### src/rtl/pulp_run_ctrl_if.sv
// PS <-> run-control handshake bundle: control/timeout in, SoC eoc/return in, SoC drive and status out.
// Latency: none, wires only.
// Backpressure: none; all signals are level-based.
interface pulp_run_ctrl_if;
    logic [31:0] ctrl_i;
    logic [31:0] timeout_i;
    logic        eoc_i;
    logic [1:0]  return_i;
    logic        pulp_rst_n_o;
    logic        fetch_en_o;
    logic [31:0] status_o;
    logic [31:0] cycles_o;

    modport slave (
        input  ctrl_i, timeout_i, eoc_i, return_i,
        output pulp_rst_n_o, fetch_en_o, status_o, cycles_o
    );

    modport master (
        output ctrl_i, timeout_i, eoc_i, return_i,
        input  pulp_rst_n_o, fetch_en_o, status_o, cycles_o
    );
endinterface

### src/rtl/pulp_run_ctrl.sv
// PULPino run-control sequencer: reset -> settle -> fetch-enable -> wait for eoc/timeout, report to PS.
// Latency: start edge to RESET 2 cycles; eoc_i to DONE 2 cycles (sync); abort to IDLE 2 cycles; outputs registered.
// Backpressure: none; run request is a level, a new run needs ctrl_i[0] to drop and rise again.
module pulp_run_ctrl #(
    parameter int RST_CYCLES    = 16,
    parameter int SETTLE_CYCLES = 64
) (
    input  logic           ps7_clk,
    input  logic           ps7_rst_pulp_n,
    pulp_run_ctrl_if.slave bus
);

    typedef enum logic [2:0] {
        ST_IDLE    = 3'd0,
        ST_RESET   = 3'd1,
        ST_SETTLE  = 3'd2,
        ST_RUN     = 3'd3,
        ST_DONE    = 3'd4,
        ST_TIMEOUT = 3'd5
    } state_e;

    localparam logic [31:0] RST_LOAD    = 32'(RST_CYCLES - 1);
    localparam logic [31:0] SETTLE_LOAD = 32'(SETTLE_CYCLES - 1);

    // Only bit 0 of the control word carries meaning.
    logic [30:0] ctrl_unused;
    assign ctrl_unused = bus.ctrl_i[31:1];

    logic        eoc_meta_q, eoc_s_q;
    logic        ctrl_q, ctrl_prev_q;
    logic [1:0]  smp_vld_q;
    logic        start;

    state_e      state_q, state_d;
    logic [31:0] cnt_q, cnt_d;
    logic [31:0] cycles_q, cycles_d;
    logic        done_q, done_d;
    logic        timeout_q, timeout_d;
    logic        abort_q, abort_d;
    logic [1:0]  ret_q, ret_d;

    logic        rst_n_q, fetch_q, busy_q;

    // A rising edge only counts once two real samples exist, so a request
    // already high when reset releases does not launch a run.
    assign start = ctrl_q & ~ctrl_prev_q & smp_vld_q[1];

    // Synchronise eoc, register the run request and its previous sample.
    always_ff @(posedge ps7_clk or negedge ps7_rst_pulp_n) begin
        if (!ps7_rst_pulp_n) begin
            eoc_meta_q  <= 1'b0;
            eoc_s_q     <= 1'b0;
            ctrl_q      <= 1'b0;
            ctrl_prev_q <= 1'b0;
            smp_vld_q   <= 2'b00;
        end else begin
            eoc_meta_q  <= bus.eoc_i;
            eoc_s_q     <= eoc_meta_q;
            ctrl_q      <= bus.ctrl_i[0];
            ctrl_prev_q <= ctrl_q;
            smp_vld_q   <= {smp_vld_q[0], 1'b1};
        end
    end

    // FSM state, phase counter, run-cycle counter and result flags.
    always_ff @(posedge ps7_clk or negedge ps7_rst_pulp_n) begin
        if (!ps7_rst_pulp_n) begin
            state_q   <= ST_IDLE;
            cnt_q     <= '0;
            cycles_q  <= '0;
            done_q    <= 1'b0;
            timeout_q <= 1'b0;
            abort_q   <= 1'b0;
            ret_q     <= 2'b00;
        end else begin
            state_q   <= state_d;
            cnt_q     <= cnt_d;
            cycles_q  <= cycles_d;
            done_q    <= done_d;
            timeout_q <= timeout_d;
            abort_q   <= abort_d;
            ret_q     <= ret_d;
        end
    end

    // Next-state logic; abort beats eoc, eoc beats timeout.
    always_comb begin
        state_d   = state_q;
        cnt_d     = cnt_q;
        cycles_d  = cycles_q;
        done_d    = done_q;
        timeout_d = timeout_q;
        abort_d   = abort_q;
        ret_d     = ret_q;

        case (state_q)
            ST_IDLE: begin
                if (start) begin
                    state_d   = ST_RESET;
                    cnt_d     = RST_LOAD;
                    cycles_d  = '0;
                    done_d    = 1'b0;
                    timeout_d = 1'b0;
                    abort_d   = 1'b0;
                    ret_d     = 2'b00;
                end
            end
            ST_RESET: begin
                if (!ctrl_q) begin
                    state_d = ST_IDLE;
                    abort_d = 1'b1;
                end else if (cnt_q == '0) begin
                    state_d = ST_SETTLE;
                    cnt_d   = SETTLE_LOAD;
                end else begin
                    cnt_d = cnt_q - 32'd1;
                end
            end
            ST_SETTLE: begin
                // eoc is deliberately not looked at until fetch is enabled.
                if (!ctrl_q) begin
                    state_d = ST_IDLE;
                    abort_d = 1'b1;
                end else if (cnt_q == '0) begin
                    state_d = ST_RUN;
                end else begin
                    cnt_d = cnt_q - 32'd1;
                end
            end
            ST_RUN: begin
                if (cycles_q != 32'hFFFF_FFFF) begin
                    cycles_d = cycles_q + 32'd1;
                end
                if (!ctrl_q) begin
                    state_d = ST_IDLE;
                    abort_d = 1'b1;
                end else if (eoc_s_q) begin
                    state_d = ST_DONE;
                    done_d  = 1'b1;
                    ret_d   = bus.return_i;
                end else if ((bus.timeout_i != '0) && (cycles_q == bus.timeout_i - 32'd1)) begin
                    state_d   = ST_TIMEOUT;
                    timeout_d = 1'b1;
                end
            end
            ST_DONE, ST_TIMEOUT: begin
                // SoC reset stays released so the PS can read SoC memory.
                if (!ctrl_q) begin
                    state_d = ST_IDLE;
                end
            end
            default: begin
                state_d = ST_IDLE;
            end
        endcase
    end

    // Output drive registered from the next state so it lines up with state_q.
    always_ff @(posedge ps7_clk or negedge ps7_rst_pulp_n) begin
        if (!ps7_rst_pulp_n) begin
            rst_n_q <= 1'b0;
            fetch_q <= 1'b0;
            busy_q  <= 1'b0;
        end else begin
            rst_n_q <= (state_d != ST_IDLE) && (state_d != ST_RESET);
            fetch_q <= (state_d == ST_RUN);
            busy_q  <= (state_d == ST_RESET) || (state_d == ST_SETTLE) || (state_d == ST_RUN);
        end
    end

    assign bus.pulp_rst_n_o = rst_n_q;
    assign bus.fetch_en_o   = fetch_q;
    assign bus.cycles_o     = cycles_q;
    assign bus.status_o     = {23'd0, state_q, busy_q, abort_q, timeout_q, ret_q, done_q};

endmodule

### src/flat_wrapper.sv
// flat-port wrapper written by rule: the top's interface ports become plain ports
module pulp_run_ctrl_flat 
#(
    parameter int RST_CYCLES    = 16,
    parameter int SETTLE_CYCLES = 64
)
  (ps7_clk, ps7_rst_pulp_n, bus_ctrl_i, bus_timeout_i, bus_eoc_i, bus_return_i, bus_pulp_rst_n_o, bus_fetch_en_o, bus_status_o, bus_cycles_o);
  pulp_run_ctrl_if bus_i ();
  input  logic ps7_clk;
  input  logic ps7_rst_pulp_n;
  input wire logic [$bits(bus_i.ctrl_i)-1:0] bus_ctrl_i;
  input wire logic [$bits(bus_i.timeout_i)-1:0] bus_timeout_i;
  input wire logic [$bits(bus_i.eoc_i)-1:0] bus_eoc_i;
  input wire logic [$bits(bus_i.return_i)-1:0] bus_return_i;
  output wire logic [$bits(bus_i.pulp_rst_n_o)-1:0] bus_pulp_rst_n_o;
  output wire logic [$bits(bus_i.fetch_en_o)-1:0] bus_fetch_en_o;
  output wire logic [$bits(bus_i.status_o)-1:0] bus_status_o;
  output wire logic [$bits(bus_i.cycles_o)-1:0] bus_cycles_o;
  assign bus_i.ctrl_i = bus_ctrl_i;
  assign bus_i.timeout_i = bus_timeout_i;
  assign bus_i.eoc_i = bus_eoc_i;
  assign bus_i.return_i = bus_return_i;
  assign bus_pulp_rst_n_o = bus_i.pulp_rst_n_o;
  assign bus_fetch_en_o = bus_i.fetch_en_o;
  assign bus_status_o = bus_i.status_o;
  assign bus_cycles_o = bus_i.cycles_o;
  pulp_run_ctrl #(.RST_CYCLES(RST_CYCLES), .SETTLE_CYCLES(SETTLE_CYCLES)) u_core (.ps7_clk(ps7_clk), .ps7_rst_pulp_n(ps7_rst_pulp_n), .bus(bus_i));
endmodule
### config.mk
export PLATFORM = sky130hd
export DESIGN_NAME = pulp_run_ctrl_flat
export DESIGN_NICKNAME = d
export VERILOG_FILES = /design/src/rtl/pulp_run_ctrl_if.sv /design/src/rtl/pulp_run_ctrl.sv /design/src/flat_wrapper.sv
export SDC_FILE = /design/constraint.sdc
export NUM_CORES = 1
export LEC_CHECK = 0
export CORE_UTILIZATION = 40
export CTS_CLUSTER_DIAMETER = 120
export DETAILED_ROUTE_END_ITERATION = 10
export PLACE_DENSITY = 0.75
export RECOVER_POWER = 25
export SLEW_MARGIN = 15
export SYNTH_ARGS = -nofsm -noshare
export SYNTH_HDL_FRONTEND = slang
export SYNTH_SLANG_ARGS = --single-unit
### constraint.sdc
create_clock -name ps7_clk -period 6.9 [get_ports ps7_clk]
set_input_delay 1.725 -clock ps7_clk [delete_from_list [all_inputs] [get_ports ps7_clk]]
set_output_delay 1.725 -clock ps7_clk [all_outputs]
set_load 0.005 [all_outputs]
==> flow_summary.ini <==
[pwr]
power.density_nw_per_um2 = 160.6
total_leakage_power_nw = 2.664
ir_worst_vdd_mv = 0.1325
fin_total_pwr_mw = 1.102

[logic_synthesis]
ys.flop_type = dfrtp_1
synth_common_cells = 83 x nor2_1, 81 x dfrtp_1, 48 x xnor2_1, 38 x nor3_1, 36 x xor2_1
synthArstFlopShare_pct = 100.0
yosys.area_share.simple_pct = 30.10
syn_avg_cell_area_um2 = 8.523
synth_top_area_share_pct = 35.23
synthTopCellsByArea = dfrtp_1 35%, xnor2_1 7.3%, xor2_1 5.5%, nor2_1 5.4%, buf_4 3.5%
synth_cell_types = 70
synth_adder_area_share_pct = 0.8699
yosys.area.top_type = dfrtp_1
yosysMostFrequentCell = nor2_1
synth-seq-cells = 81
synth_area_um2 = 5753
synth_edf_count = 0
ys_warn_count = 0
synth_compound_area_share_pct = 13.44
seq_area_frac_synth_pct = 35.23
synth_top_family_by_area = simple AND/OR/NAND/NOR gates
yosys.area_share.xor_xnor_pct = 12.79
synth_mux_area_share_pct = 0.5437
syn_inst = 675

[finish]
layout.nets = 810
syn_to_final_growth_pct = 19.33
final_util_pct = 49.27
post_route_cells_drive_above_1_share_pct = 5.391
diodes = 0

[global_route]
grt_pass1_wl_mm = 24.05
grt_max_degree = 82
grt_pass1_vias = 4825
antenna_found_initial = 0
overflow = 0
grt_util_all_layers_pct = 20.54

[timing]
slew_viol_final = 0
fmax_mhz = 204.7
period_share_pct = 70.81
skew_ns = 0.008176
tightest_slew_ns = 1.029
finalHoldViolCount = 0
tns_ns = 0
slew_headroom_pct = 31.41
grt_setup_unrepaired = no
finalSetupViolations = 0
period_needed_ns = 4.886

[floorplanning]
initial_core_util_pct = 41.29
placementRows = 43
die-area_um2 = 14870
die-width_um = 121.9
io_pins = 135
die_h_um = 121.9
core_area_um2 = 13930

[detailed_routing]
dr.first_iter.drc_count = 450
drt-pass1-iter-count = 5
drc_errors = 0
ant_nets = 0
routedWlPerCell_um = 16.09
wl_met1_mm = 6.714
met2_wirelength_mm = 6.770
vias_per_cell = 5.709
vias = 5264
wl_met3_mm = 1.019
wl_mm = 14.84
topRoutingLayerUsed = met4

[outcome]
status = complete, no violations

[worst_setup_path]
critPathLaunchType = primary input
critPathKind = in -> reg
cp.required_ns = 7.14
critPathLaunch = bus_timeout_i[7]
cp_max_fo = 11
end_kind = flop
arrival_ns = 5.13
timing.rr.start = u_core.state_q[2]

[clocking]
cts-root-buf = clkbuf_16
postCtsSetupRepairBufs = 0
clk_pin_slew_worst_paths_ns = 0.06
clock_latency_ns = 0.34
postCtsHoldBufs = 0
cts.sinks = 81
cts_resized = 0
clk_path_buf_depth = 2
numCtsBuffers = 9
tritoncts = done
h-tree-depth = 3

[worst_hold_path]
hold_class = reg -> reg
hold_start = u_core.smp_vld_q[0]

[job]
drv_cap = 0

[placement]
gp_congestion = 0.9515
io_buffers = 80
dp_hpwl_mm = 10.85
cells by family after synthesis:
group,Yosys count
flops,81
fa+ha+maj,4
compound gates,111
other cells,2
buf+inv,74
mux,3
xor+xnor,84
simple gates,316
cell type report:
type,count,area [um^2]
Fill cell,1332,7069
Clock buffer,9,225.2
Timing Repair Buffer,85,832.0
Multi-Input combinational cell,542,3417
Sequential cell,81,2027
Tap cell,180,225.2
Clock inverter,7,71.32
Inverter,18,67.56
metal layers:
metal	track usage, %	vias to the layer above
met2	32.59	197
met4	7.948	0
met5	0	-
met1	28.06	2505
met3	3.090	29
li1	-	2533
critical path: stages:
cell,delay [ns]
clkdlybuf4s50_1,0.56
nor4_2,0.62
nand4b_1,0.53
nor4_1,0.50
o22ai_1,0.12
a2111oi_0,0.45
a41oi_1,0.31
o31ai_1,0.31
worst paths after layout:
| kind | endpoint | slack [ns] | cells past startpoint |
|---|---|---|---|
| max in group asynchronous | u_core.smp_vld_q[1] | 4.67 | 1 |
| max reg2reg | u_core.bus.cycles_o[21] | 3.83 | 8 |
| min | u_core.smp_vld_q[1] | 0.35 | 0 |
| max | u_core.state_q[2] | 2.01 | 8 |
| min reg2reg | u_core.smp_vld_q[1] | 0.35 | 0 |
| min in group asynchronous | u_core.cnt_q[13] | 1.54 | 1 |
layout by cell type (no fill, tap or decap), types with 4 or more instances in the layout:
cell             synthesis  final
and2_1                   5      4
a21oi_1                 24     24
o22ai_1                  5      5
nand2b_1                 6      6
nor2b_1                  5      5
xor2_1                  36     36
conb_1                   2     24
clkbuf_16                0      9
buf_4                   27      5
nand3b_1                 5      5
xnor2_1                 48     48
clkdlybuf4s50_1          0     75
nand4_1                 26     26
dlygate4sd3_1            0      4
and3_1                   8      8
or3_1                   18     18
and4_1                   5      5
nor3_1                  38     37
nand2_1                 33     33
nand4b_1                 6      6
nand3_1                 27     27
ha_1                     4      4
inv_1                   17     17
o21ai_0                 27     27
nor4_1                  23     23
nor2_1                  83     83
or4_1                    9      9
a31oi_1                  5      5
o21a_1                   4      4
nor4b_1                  4      4
o31ai_1                  5      5
dfrtp_1                 81     81
flip-flops by register name, indices dropped and copies added, names as in the netlist:
register / cells
u_core.abort_q: 1
u_core.bus.cycles_o: 32
u_core.bus.fetch_en_o: 1
u_core.bus.pulp_rst_n_o: 1
u_core.busy_q: 1
u_core.cnt_q: 32
u_core.ctrl_prev_q: 1
u_core.ctrl_q: 1
u_core.done_q: 1
u_core.eoc_meta_q: 1
u_core.eoc_s_q: 1
u_core.ret_q: 2
u_core.smp_vld_q: 2
u_core.state_q: 3
u_core.timeout_q: 1
metrics by stage:
stage / setup slack [ns] / cell area [um^2] / cells / hold slack (ns)
after floorplan: 2.757 / 5836 / 697 / 0.3312
after global placement: 1.752 / 6573 / 906 / 0.3321
after detailed placement: 1.704 / 6573 / 906 / 0.3358
after CTS: 2.051 / 6869 / 922 / 0.3543
after global routing: 1.692 / 6865 / 922 / 0.3680
final: 2.014 / 6865 / 922 / 0.3503
report_power, final:
group	switching [mW]	internal, mW
registers	0.0115	0.486
clock network	0.190	0.280
logic	0.0807	0.0547
total	0.282	0.820
(Power assumes the default switching activity.)
